--- config.mk ---
export PLATFORM = sky130hd
export DESIGN_NAME = gpr_wb_arbiter_flat
export DESIGN_NICKNAME = d
export VERILOG_FILES = /design/src/rtl/gpr_wb_if.sv /design/src/rtl/gpr_wb_arbiter.sv /design/src/flat_wrapper.sv
export SDC_FILE = /design/constraint.sdc
export NUM_CORES = 1
export LEC_CHECK = 0
export CORE_MARGIN = 2
export CORE_UTILIZATION = 37
export CTS_CLUSTER_SIZE = 24
export DETAILED_ROUTE_END_ITERATION = 8
export PLACE_DENSITY = 0.79
export SLEW_MARGIN = 0
export SYNTH_ARGS = -nofsm -noshare
export SYNTH_HDL_FRONTEND = slang
export SYNTH_SLANG_ARGS = --single-unit
--- constraint.sdc ---
create_clock -name clk -period 1.3 [get_ports clk]
set_clock_uncertainty 0.05 [all_clocks]
set_input_delay 0.13 -clock clk [delete_from_list [all_inputs] [get_ports clk]]
set_output_delay 0.13 -clock clk [all_outputs]
set_load 0.01 [all_outputs]
--- src/rtl/gpr_wb_if.sv ---
// Writeback bus between the ALU/LSU result sources, the arbiter and the register file.
// Signal names keep the arbiter's _i/_o direction suffixes.
interface gpr_wb_if #(
  parameter int DATA_LEN = 64,
  parameter int RF_SIZE  = 5
);
  logic                alu_valid_i;
  logic [RF_SIZE-1:0]  alu_rd_i;
  logic [DATA_LEN-1:0] alu_data_i;
  logic                alu_ready_o;
  logic                lsu_valid_i;
  logic [RF_SIZE-1:0]  lsu_rd_i;
  logic [DATA_LEN-1:0] lsu_data_i;
  logic                lsu_ready_o;
  logic                gpr_we_o;
  logic [RF_SIZE-1:0]  gpr_rd_o;
  logic [DATA_LEN-1:0] gpr_data_o;

  modport master (
    output alu_valid_i, alu_rd_i, alu_data_i,
    output lsu_valid_i, lsu_rd_i, lsu_data_i,
    input  alu_ready_o, lsu_ready_o,
    input  gpr_we_o, gpr_rd_o, gpr_data_o
  );

  modport slave (
    input  alu_valid_i, alu_rd_i, alu_data_i,
    input  lsu_valid_i, lsu_rd_i, lsu_data_i,
    output alu_ready_o, lsu_ready_o,
    output gpr_we_o, gpr_rd_o, gpr_data_o
  );
endinterface

--- src/rtl/gpr_wb_arbiter.sv ---
// Two-source (ALU/LSU) register-file writeback arbiter with a registered write stage.
// Optional pending-write hazard scoreboard is compiled in with GPR_WB_SCOREBOARD_EN.
module gpr_wb_arbiter #(
  parameter int DATA_LEN = 64,
  parameter int RF_SIZE  = 5
) (
  input  logic               clk,
  input  logic               rst_n,
  gpr_wb_if.slave            wb,
  input  logic               issue_valid_i,
  input  logic [RF_SIZE-1:0] issue_rd_i,
  input  logic [RF_SIZE-1:0] chk_rs1_i,
  input  logic [RF_SIZE-1:0] chk_rs2_i,
  output logic               hazard_o
);
  // Handshake: a source transfers in the cycle where its valid_i and ready_o
  // are both high; ready_o is combinational and never high without valid_i.
  localparam logic [0:0] GRANT_ALU = 1'b0;
  localparam logic [0:0] GRANT_LSU = 1'b1;

  logic                alu_req, lsu_req;
  logic                grant_alu, grant_lsu, hs;
  logic [RF_SIZE-1:0]  sel_rd;
  logic [DATA_LEN-1:0] sel_data;

  logic [0:0]          last_grant_q, last_grant_d;
  logic                we_q, we_d;
  logic [RF_SIZE-1:0]  rd_q, rd_d;
  logic [DATA_LEN-1:0] data_q, data_d;

  // Requests are masked in reset so nothing can be accepted while it is held.
  assign alu_req   = rst_n & wb.alu_valid_i;
  assign lsu_req   = rst_n & wb.lsu_valid_i;
  assign grant_alu = alu_req & (~lsu_req | (last_grant_q == GRANT_LSU));
  assign grant_lsu = lsu_req & ~grant_alu;
  assign hs        = grant_alu | grant_lsu;
  assign sel_rd    = grant_alu ? wb.alu_rd_i   : wb.lsu_rd_i;
  assign sel_data  = grant_alu ? wb.alu_data_i : wb.lsu_data_i;

  always_comb begin
    last_grant_d = last_grant_q;
    we_d         = 1'b0;
    rd_d         = rd_q;
    data_d       = data_q;
    if (hs) begin
      last_grant_d = grant_lsu ? GRANT_LSU : GRANT_ALU;
      we_d         = (sel_rd != '0);
      rd_d         = sel_rd;
      data_d       = sel_data;
    end
  end

  always_ff @(posedge clk) begin
    if (!rst_n) begin
      last_grant_q <= GRANT_LSU;
      we_q         <= 1'b0;
      rd_q         <= '0;
      data_q       <= '0;
    end else begin
      last_grant_q <= last_grant_d;
      we_q         <= we_d;
      rd_q         <= rd_d;
      data_q       <= data_d;
    end
  end

  assign wb.alu_ready_o = grant_alu;
  assign wb.lsu_ready_o = grant_lsu;
  assign wb.gpr_we_o    = we_q;
  assign wb.gpr_rd_o    = rd_q;
  assign wb.gpr_data_o  = data_q;

`ifdef GPR_WB_SCOREBOARD_EN
  logic [(2**RF_SIZE)-1:0] pending_q, pending_d;

  // Set is applied after clear so a same-cycle reissue keeps the bit (newer producer).
  always_comb begin
    pending_d = pending_q;
    if (hs && (sel_rd != '0))
      pending_d[sel_rd] = 1'b0;
    if (issue_valid_i && (issue_rd_i != '0))
      pending_d[issue_rd_i] = 1'b1;
    pending_d[0] = 1'b0;
  end

  always_ff @(posedge clk) begin
    if (!rst_n) pending_q <= '0;
    else        pending_q <= pending_d;
  end

  assign hazard_o = pending_q[chk_rs1_i] | pending_q[chk_rs2_i];
`else
  logic unused_sb_inputs;
  assign unused_sb_inputs = ^{issue_valid_i, issue_rd_i, chk_rs1_i, chk_rs2_i};
  assign hazard_o = 1'b0;
`endif
endmodule

--- src/flat_wrapper.sv ---
// flat-port wrapper written by rule: the top's interface ports become plain ports
module gpr_wb_arbiter_flat 
#(
  parameter int DATA_LEN = 64,
  parameter int RF_SIZE  = 5
)
  (clk, rst_n, issue_valid_i, issue_rd_i, chk_rs1_i, chk_rs2_i, hazard_o, wb_alu_valid_i, wb_alu_rd_i, wb_alu_data_i, wb_lsu_valid_i, wb_lsu_rd_i, wb_lsu_data_i, wb_alu_ready_o, wb_lsu_ready_o, wb_gpr_we_o, wb_gpr_rd_o, wb_gpr_data_o);
  gpr_wb_if #(.DATA_LEN(DATA_LEN), .RF_SIZE(RF_SIZE)) wb_i ();
  input  logic clk;
  input  logic rst_n;
  input  logic issue_valid_i;
  input  logic [RF_SIZE-1:0] issue_rd_i;
  input  logic [RF_SIZE-1:0] chk_rs1_i;
  input  logic [RF_SIZE-1:0] chk_rs2_i;
  output logic hazard_o;
  input wire logic [$bits(wb_i.alu_valid_i)-1:0] wb_alu_valid_i;
  input wire logic [$bits(wb_i.alu_rd_i)-1:0] wb_alu_rd_i;
  input wire logic [$bits(wb_i.alu_data_i)-1:0] wb_alu_data_i;
  input wire logic [$bits(wb_i.lsu_valid_i)-1:0] wb_lsu_valid_i;
  input wire logic [$bits(wb_i.lsu_rd_i)-1:0] wb_lsu_rd_i;
  input wire logic [$bits(wb_i.lsu_data_i)-1:0] wb_lsu_data_i;
  output wire logic [$bits(wb_i.alu_ready_o)-1:0] wb_alu_ready_o;
  output wire logic [$bits(wb_i.lsu_ready_o)-1:0] wb_lsu_ready_o;
  output wire logic [$bits(wb_i.gpr_we_o)-1:0] wb_gpr_we_o;
  output wire logic [$bits(wb_i.gpr_rd_o)-1:0] wb_gpr_rd_o;
  output wire logic [$bits(wb_i.gpr_data_o)-1:0] wb_gpr_data_o;
  assign wb_i.alu_valid_i = wb_alu_valid_i;
  assign wb_i.alu_rd_i = wb_alu_rd_i;
  assign wb_i.alu_data_i = wb_alu_data_i;
  assign wb_i.lsu_valid_i = wb_lsu_valid_i;
  assign wb_i.lsu_rd_i = wb_lsu_rd_i;
  assign wb_i.lsu_data_i = wb_lsu_data_i;
  assign wb_alu_ready_o = wb_i.alu_ready_o;
  assign wb_lsu_ready_o = wb_i.lsu_ready_o;
  assign wb_gpr_we_o = wb_i.gpr_we_o;
  assign wb_gpr_rd_o = wb_i.gpr_rd_o;
  assign wb_gpr_data_o = wb_i.gpr_data_o;
  gpr_wb_arbiter #(.DATA_LEN(DATA_LEN), .RF_SIZE(RF_SIZE)) u_core (.clk(clk), .rst_n(rst_n), .wb(wb_i), .issue_valid_i(issue_valid_i), .issue_rd_i(issue_rd_i), .chk_rs1_i(chk_rs1_i), .chk_rs2_i(chk_rs2_i), .hazard_o(hazard_o));
endmodule
== Word level (Yosys, flattened, before mapping) ==
Cells that the tools add are included.

* Flip-flop bits (word level): 71
* Input port bits: 158
* Output and inout port bits: 73
* Logic and storage cells: 17

* Mux-type cells: 3
* Bitwise gates (word level): 8
* Reduce and logical (&&, ||, !) cells: 2

{| class="wikitable"
|+ Operators with widths
! cell !! number
|-
| 64-bit 2-to-1 mux || 1
|-
| 5-bit 2-to-1 mux || 1
|-
| 5-bit nonzero test || 1
|-
| 1-bit AND || 4
|-
| 1-bit NOT || 2
|-
| 1-bit bitwise OR || 2
|-
| 2-bit AND reduction || 1
|-
| 1-bit 2-to-1 mux || 1
|}

== Longest topological paths before layout ==
* Depth after elaboration: 8
* Depth in mapped cells: 7

== Worst setup path after synthesis ==
No wires, ideal clock.

* Path kind: register -> register
* From: register u_core.last_grant_q
* To: register u_core.data_q[0], in the netlist u_core.wb.gpr_data_o[0]
* Library setup time: 92 ps
* Arrival time: 1,300 ps
* Data required time: 1,158 ps
* Path slack: -143 ps
* Stages on the path, launching flop included: 7
* Path buffers: 3
* Clock period less this slack: 1,443 ps
* Cells stage by stage: dfxtp_1 nand2b_1 clkbuf_1 and2_4 buf_12 buf_12 o311ai_4

* Longest elaborated chain between the ends: 5
* Elaborated cells between the ends (all ways): 6

{| class="wikitable"
|+ RTL lines
! what !! RTL line !! text
|-
| from (decl) || gpr_wb_arbiter.sv:26 || <nowiki>logic [0:0] last_grant_q, last_grant_d;</nowiki>
|-
| from (signal assigned) || gpr_wb_arbiter.sv:60 || <nowiki>last_grant_q <= last_grant_d;</nowiki>
|-
| 1-bit bitwise OR * || gpr_wb_arbiter.sv:34 || <nowiki>assign grant_alu = alu_req & (~lsu_req | (last_grant_q == GRANT_LSU));</nowiki>
|-
| 1-bit AND * || gpr_wb_arbiter.sv:34 ||
|-
| 1-bit NOT || gpr_wb_arbiter.sv:35 || <nowiki>assign grant_lsu = lsu_req & ~grant_alu;</nowiki>
|-
| 1-bit AND || gpr_wb_arbiter.sv:35 ||
|-
| 1-bit bitwise OR || gpr_wb_arbiter.sv:36 || <nowiki>assign hs = grant_alu | grant_lsu;</nowiki>
|-
| to (signal assigned) || gpr_wb_arbiter.sv:63 || <nowiki>data_q <= data_d;</nowiki>
|-
| to (decl) || gpr_wb_arbiter.sv:29 || <nowiki>logic [DATA_LEN-1:0] data_q, data_d;</nowiki>
|}

Mark *: on every way between the ends. The rest lies on a longest branch, timed or not.
A chain may end at the register's enable or synchronous reset.

== Final worst setup path ==
* From: register u_core.last_grant_q
* To: register u_core.data_q[20], in the netlist u_core.wb.gpr_data_o[20]

The elaborated chain is that of the path after synthesis.

==> impl_metrics.py <==
metrics = {
    "setup_path": {
        "crit_arrival_ns": 1.52,
        "r2r_end": "u_core.wb.gpr_data_o[20]",
        "worstSetupStartpointType": "register",
        "crit_required_ns": 1.48,
        "path_max_fanout": 6,
        "critPathMaxStageDelay_ns": 0.32,
        "ff2ff_setup_slack_ns": -0.04,
        "critPathSlowestCell": "dfxtp_2",
        "crit_chain": "nand2b_4, and2_4, buf_12, buf_16, o311ai_4",
        "crit_cells": 5,
        "crit_family": "flip-flops",
        "endpoint_kind": "register",
        "worstSetupPathType": "reg -> reg",
        "critPathCapture": "u_core.wb.gpr_data_o[20]",
        "critPathBufInv": 2,
        "r2r-start": "u_core.last_grant_q",
        "r2r.worst_path.cells": 5,
        "cp-startpoint": "u_core.last_grant_q",
    },
    "global_routing": {
        "first_global_vias": 4568,
        "use_met3_pct": 3.77,
        "grt_start_max_net_pins": 54,
        "grtUsageTotal_pct": 21.9,
        "grtUsageMet2_pct": 41.0,
        "grt_overflow": 0,
        "grt_pass1_wl_mm": 22.6,
        "gr-usage-met1_pct": 23.7,
        "antenna_found_initial": 0,
        "busiest_layer": "met2",
    },
    "sta": {
        "finalSetupViolations": 28,
        "max_freq_mhz": 747,
        "worstMarginPinSlew_ns": 0.591,
        "slew-limit-headroom_pct": 60.6,
        "finalCritPeriodShare_pct": 103,
        "drv_slew": 0,
        "tns_ns": -0.374,
        "period_needed_ns": 1.34,
        "rsz0062_at_grt": "yes",
        "setup_ws_ns": -0.0380,
        "final_hold_viol_count": 0,
    },
    "die": {
        "die_x_um": 114,
        "rows": 40,
        "io_pins": 231,
        "die_area_um2": 12900,
        "design.core.area_um2": 11900,
        "die-height_um": 114,
        "start_util_pct": 37.6,
    },
    "placement": {
        "numPortBuffers": 213,
        "preCtsSetupSlack_ns": -0.424,
        "dp.cells": 764,
        "gp_routability_congestion": 0.785,
        "postPlaceCellArea_um2": 6980,
        "dpl.hpwl_mm": 9.88,
    },
    "clocking": {
        "cts_hold_buffers": 0,
        "clockBufferDepth": 2,
        "cts.sinks": 71,
        "cts_buffers": 9,
        "htreeDepth": 3,
        "path_clk_slew_ns": 0.06,
        "insertion_delay_ns": 0.32,
        "cts_tree": "yes",
        "clockRootBuffer": "clkbuf_16",
    },
    "final_layout": {
        "n_antenna_cell": 0,
        "final_core_util_pct": 64.1,
        "syn2layout_area_growth_pct": 70.5,
        "stdcell_area_um2": 7600,
        "final_nets": 802,
        "fill_cells": 968,
        "regArea_um2": 1420,
        "drive_above_1_share_pct": 23.7,
        "multi_input_area_um2": 2750,
        "layout.cells.non_filler": 796,
    },
    "routing": {
        "post_drt_wl_per_cell_um": 19.8,
        "postRouteWirelength_mm": 15.8,
        "drt-initial-drc-count": 181,
        "first_pass_iters": 4,
        "detail-route-antenna-nets": 0,
        "via_per_inst": 5.34,
        "drcViolationCount": 0,
        "vias": 4251,
    },
    "synth": {
        "syn_area_um2": 4460,
        "netlist_top_cells_count": "138 x nand2_1, 71 x dfxtp_1, 70 x nand3_1",
        "yosys.area.top_type": "o311ai_4",
        "syn_nets": 567,
        "ys_ff_latch": 71,
        "ys_async_sr_fraction_pct": 0,
        "yosysMostFrequentCell": "nand2_1",
        "syn_inst": 409,
        "synthFlopType": "dfxtp_1",
        "synth.distinct_cells": 20,
        "synth_seq_area_share_pct": 31.9,
        "yosys_warnings": 0,
        "synth_edf_count": 0,
        "yosys-top-cells-area": "o311ai_4 37%, dfxtp_1 32%, nand2_1 12%, nand3_1 7.9%, buf_12 3.6%",
        "synth_area_per_cell_um2": 10.9,
        "synth_top_area_share_pct": 36.6,
    },
    "power": {
        "p_per_area_nw_per_um2": 918,
        "power_leakage_nw": 3.03,
        "ir_drop_mv": 0.465,
    },
    "outcome": {
        "status": "complete, but fails checks",
        "violations": "setup timing",
    },
    "job": {
        "drv_cap": 0,
    },
    "hold_path": {
        "hold_path_class": "in -> reg",
    },
}
## state kept, by name, summed over array words and instances (netlist names)
register	cells
u_core.last_grant_q	1
u_core.wb.gpr_data_o	64
u_core.wb.gpr_rd_o	5
u_core.wb.gpr_we_o	1
## worst min-delay path, cell delays in order
cell and delay [ns]:
buf_2 0.14, buf_4 0.15, nand3_1 0.07
## layout by cell type, fill, tap and decap left out, types with 4 or more instances in the layout
cell             instances
nand2_1                138
clkdlybuf4s50_1        138
dlygate4sd2_1           71
dfxtp_1                 70
nand3_1                 68
o311ai_4                63
buf_4                   22
clkbuf_16               17
buf_12                  15
buf_6                    7
buf_16                   6
o311ai_2                 4
clkinv_2                 4
## cells by family (layout without fill, tap and decap cells)
| family | count (synthesis) | in the layout | share of synthesized area [%] |
|---|---|---|---|
| AOI/OAI and AO/OA | 72 | 72 | 39.2 |
| buffers and inverters | 47 | 287 | 7.78 |
| and+or+nand+nor | 218 | 218 | 21.0 |
| other | 1 | 1 | 0.0841 |
| DFF | 71 | 71 | 31.9 |
## through the flow
stage	hold slack, ns	power, mW
after CTS	0.145	6.95
after global routing	0.141	7.27
after detailed placement	0.397	4.71
after global placement	0.397	4.66
final	0.150	6.97
after floorplan	0.232	3.60
## final cells by class
class                   count  share of cell area, %
clock buffers              12                   3.38
clock inverters             4                  0.263
multi-input cells         291                   36.2
flip-flops and latches     71                   18.7
well taps                 147                   2.42
repair buffers            271                   39.1
## where the power goes
group	switching [mW]	internal, mW	leakage, nW
logic	0.939	1.25	2.30
registers	0.106	2.39	0.592
clock network	0.906	1.38	0.142
## per-layer routing
metal | up-vias | routed length [µm]
met5 | - | 0
met3 | 41 | 821
met4 | 0 | 471
li1 | 1970 | -
met1 | 2056 | 6040
met2 | 184 | 8440
## how the worst min path moves through the flow
stage	start	to	slack, ns	cells after the start
after floorplan	wb_alu_data_i[51]	u_core.wb.gpr_data_o[51]	0.23	2
after global placement	u_core.wb.gpr_data_o[52]	u_core.wb.gpr_data_o[52]	0.40	2
after detailed placement	u_core.wb.gpr_data_o[51]	u_core.wb.gpr_data_o[51]	0.40	2
after CTS	rst_n	u_core.last_grant_q	0.14	3
after global routing	rst_n	u_core.last_grant_q	0.14	3
final	rst_n	u_core.last_grant_q	0.15	3
## repair_timing
| item | 4_1_cts | 5_1_grt |
|---|---|---|
| buffers inserted | 1 | 0 |
| endpoints found under the setup margin | 142 | 72 |
| pin swaps | 3 | 5 |
| cloned | 4 | 11 |
| resized for setup | 96 | 4 |
(Power assumes the default switching activity.)
==> RTL edit: new RTL, same settings <==
Add a define of `GPR_WB_SCOREBOARD_EN`.
--- a/src/rtl/gpr_wb_arbiter.sv
+++ b/src/rtl/gpr_wb_arbiter.sv
@@ -1,5 +1,7 @@
 // Two-source (ALU/LSU) register-file writeback arbiter with a registered write stage.
 // Optional pending-write hazard scoreboard is compiled in with GPR_WB_SCOREBOARD_EN.
+`define GPR_WB_SCOREBOARD_EN
+
 module gpr_wb_arbiter #(
   parameter int DATA_LEN = 64,
   parameter int RF_SIZE  = 5
Formal check against the unedited RTL: not equivalent (a bounded check fails within 4 cycles, from zero or initial values and one cycle with rst_n low).
==> RTL edit against the unedited design <==
Synthesized area rose by 16%. Critical path depth rose by 2. Final area rose by 27%. Sequential cell count rose by 31. Non-clock buffer count rose by 59. The run still ends with setup timing left. Global-route usage rose by 5.2 points. Via count rose by 38%. Setup slack got worse by 760 ps. Clock power rose by 13%. Total power rose by 22%. Routed wire length rose by 38%.
==> RTL edit: results (changes against the unedited design) <==
| Metric | Value |
|---|---|
| Iter 0 DRT Violations | 365 (+100%) |
| Layout cells sized above 1 | 28.9% (+5.2 points) |
| Drt pass-1 iters | 5 (+1) |
| Final nets | 984 (+23%) |
| Worst setup startpoint | u_core.last_grant_q$_SDFFE_PN1N_ |
| Max IR drop VDD | 0.579 mV (+24%) |
| HP Start | wb_alu_data_i[48] |
| Global-route wire length before repair | 31.1 mm (+38%) |
| Hold Crit Class | input port to flop |
| Outcome | finished with violations |
| Reg2Reg Capture Point | u_core.pending_q[18]$_SDFF_PN0_ |
| Dpl cells | 954 (+25%) |
| DPL Wire Length | 13.9 mm (+40%) |
| Max incr delay on CP | 470 ps (+150 ps) |
| Post-Place Worst Slack | -1180 ps (-753 ps) |
| Post-route setup TNS | -51290 ps (-50920 ps) |
| Cell count after synthesis | 530 (+30%) |
| Lkg Pwr | 3.97 nW (+31%) |
| Register-to-Register Path Depth | 7 (+2) |
| Slew at the pin closest to its max-slew limit | 735 ps (+143 ps) |
| Largest cells by area after synthesis | dfxtp_1 (40%), mux2i_1 (14%), a211oi_1 (10%), mux4_2 (5.7%), nor2_1 (5.7%) |
| GRT Overall Usage | 27.1% (+5.2 points) |
| Setup ws final | -794 ps (-756 ps) |
| Crit path max fanout | 7 (+1) |
| Port Buffers | 230 (+8.0%) |
| Slowest CP cell | o311ai_1 |
| FILL cells | 959 (-0.93%) |
| Final setup viols | 104 (+270%) |
| Worst Hold Path EP | u_core.wb.gpr_data_o[48]$_SDFFE_PN0N_ |
| Largest net degree at the start of global routing | 58 (+7.4%) |
| Synth cell types | 48 (+140%) |
| Final hold vios | 0 (unchanged) |
| Synth cell count leaders | dfxtp_1 (102), nor2_1 (78), mux2i_1 (73), a211oi_1 (69), o311ai_1 (25) |
| Wire per inst | 21.6 um (+9.0%) |
| DR vias | 5865 (+38%) |
| Worst skew pair latency | 340 ps (+20 ps) |
| Violated checks | setup timing |
| Top delay family on crit path | compound AO/OA/AOI/OAI gates |
| Routability-driven placement congestion ratio | 0.958 (+22%) |
| FF-to-FF Start | u_core.last_grant_q$_SDFFE_PN1N_ |
| Seq/Total Area, Yosys | 39.5% (+7.6 points) |
| Finished Layout Cells | 1011 (+27%) |
## RTL edit: kinds of logic after synthesis
logic type	after synthesis	share of synthesized area [%]
AO/OA/AOI/OAI	148	20.7
AND/OR/NAND/NOR	133	12.9
flip-flops	102	39.5
multiplexers	94	21.8
buffers and inverters	53	5.06
## RTL edit: worst register-to-register path, stage by stage, from the launching register on
cell	delay [ps]
dfxtp_2	340
nand2b_4	140
nand3_4	100
buf_12	150
buf_12	140
mux2_4	380
o311ai_1	470
o21ai_1	180
## RTL edit: cell type report
type                       instances  area share [%]
tap                              180            2.33
multi-input combinational        376            37.0
timing repair buffer             330            36.3
clock buffer                      11            2.51
inverter                           7           0.324
clock inverter                     5           0.350
sequential                       102            21.2
## RTL edit: timing repair
action	4_1_cts	5_1_grt
gates cloned	11	1
setup endpoints to repair	174	104
pin swaps	87	24
setup buffers	21	19
gates resized for setup	195	82
hold buffers	0	0
## RTL edit: through the flow
step	area, um^2	hold slack (ps)
2_1_floorplan	5270	276
3_3_place_gp	8090	428
3_5_place_dp	8090	428
4_1_cts	9180	366
5_1_grt	9650	381
6_report	9650	376
## RTL edit: routing by layer
| metal | part of all wire [%] | wire (um) | vias to the layer above | track usage [%] |
|---|---|---|---|---|
| met3 | 8.6 | 1890 | 71 | 8.52 |
| met2 | 51 | 11200 | 330 | 46.3 |
| met4 | 4.0 | 870 | 0 | 13.4 |
| met5 | 0 | 0 | - | 0 |
| met1 | 36 | 7850 | 2853 | 30.4 |
| li1 | - | - | 2611 | - |
## RTL edit: how the worst max path moves through the flow
stage,slack (ps),end
floorplan,-180,hazard_o
global placement,-1170,hazard_o
detailed placement,-1180,hazard_o
CTS,-720,hazard_o
global route,-800,hazard_o
finish,-790,u_core.pending_q[18]$_SDFF_PN0_
## RTL edit: report_power, final
group,internal [W],switching [W],total (W)
Combinational,0.00138,0.00115,0.00253
Sequential,0.00331,0.000107,0.00342
Clock,0.00135,0.00122,0.00258
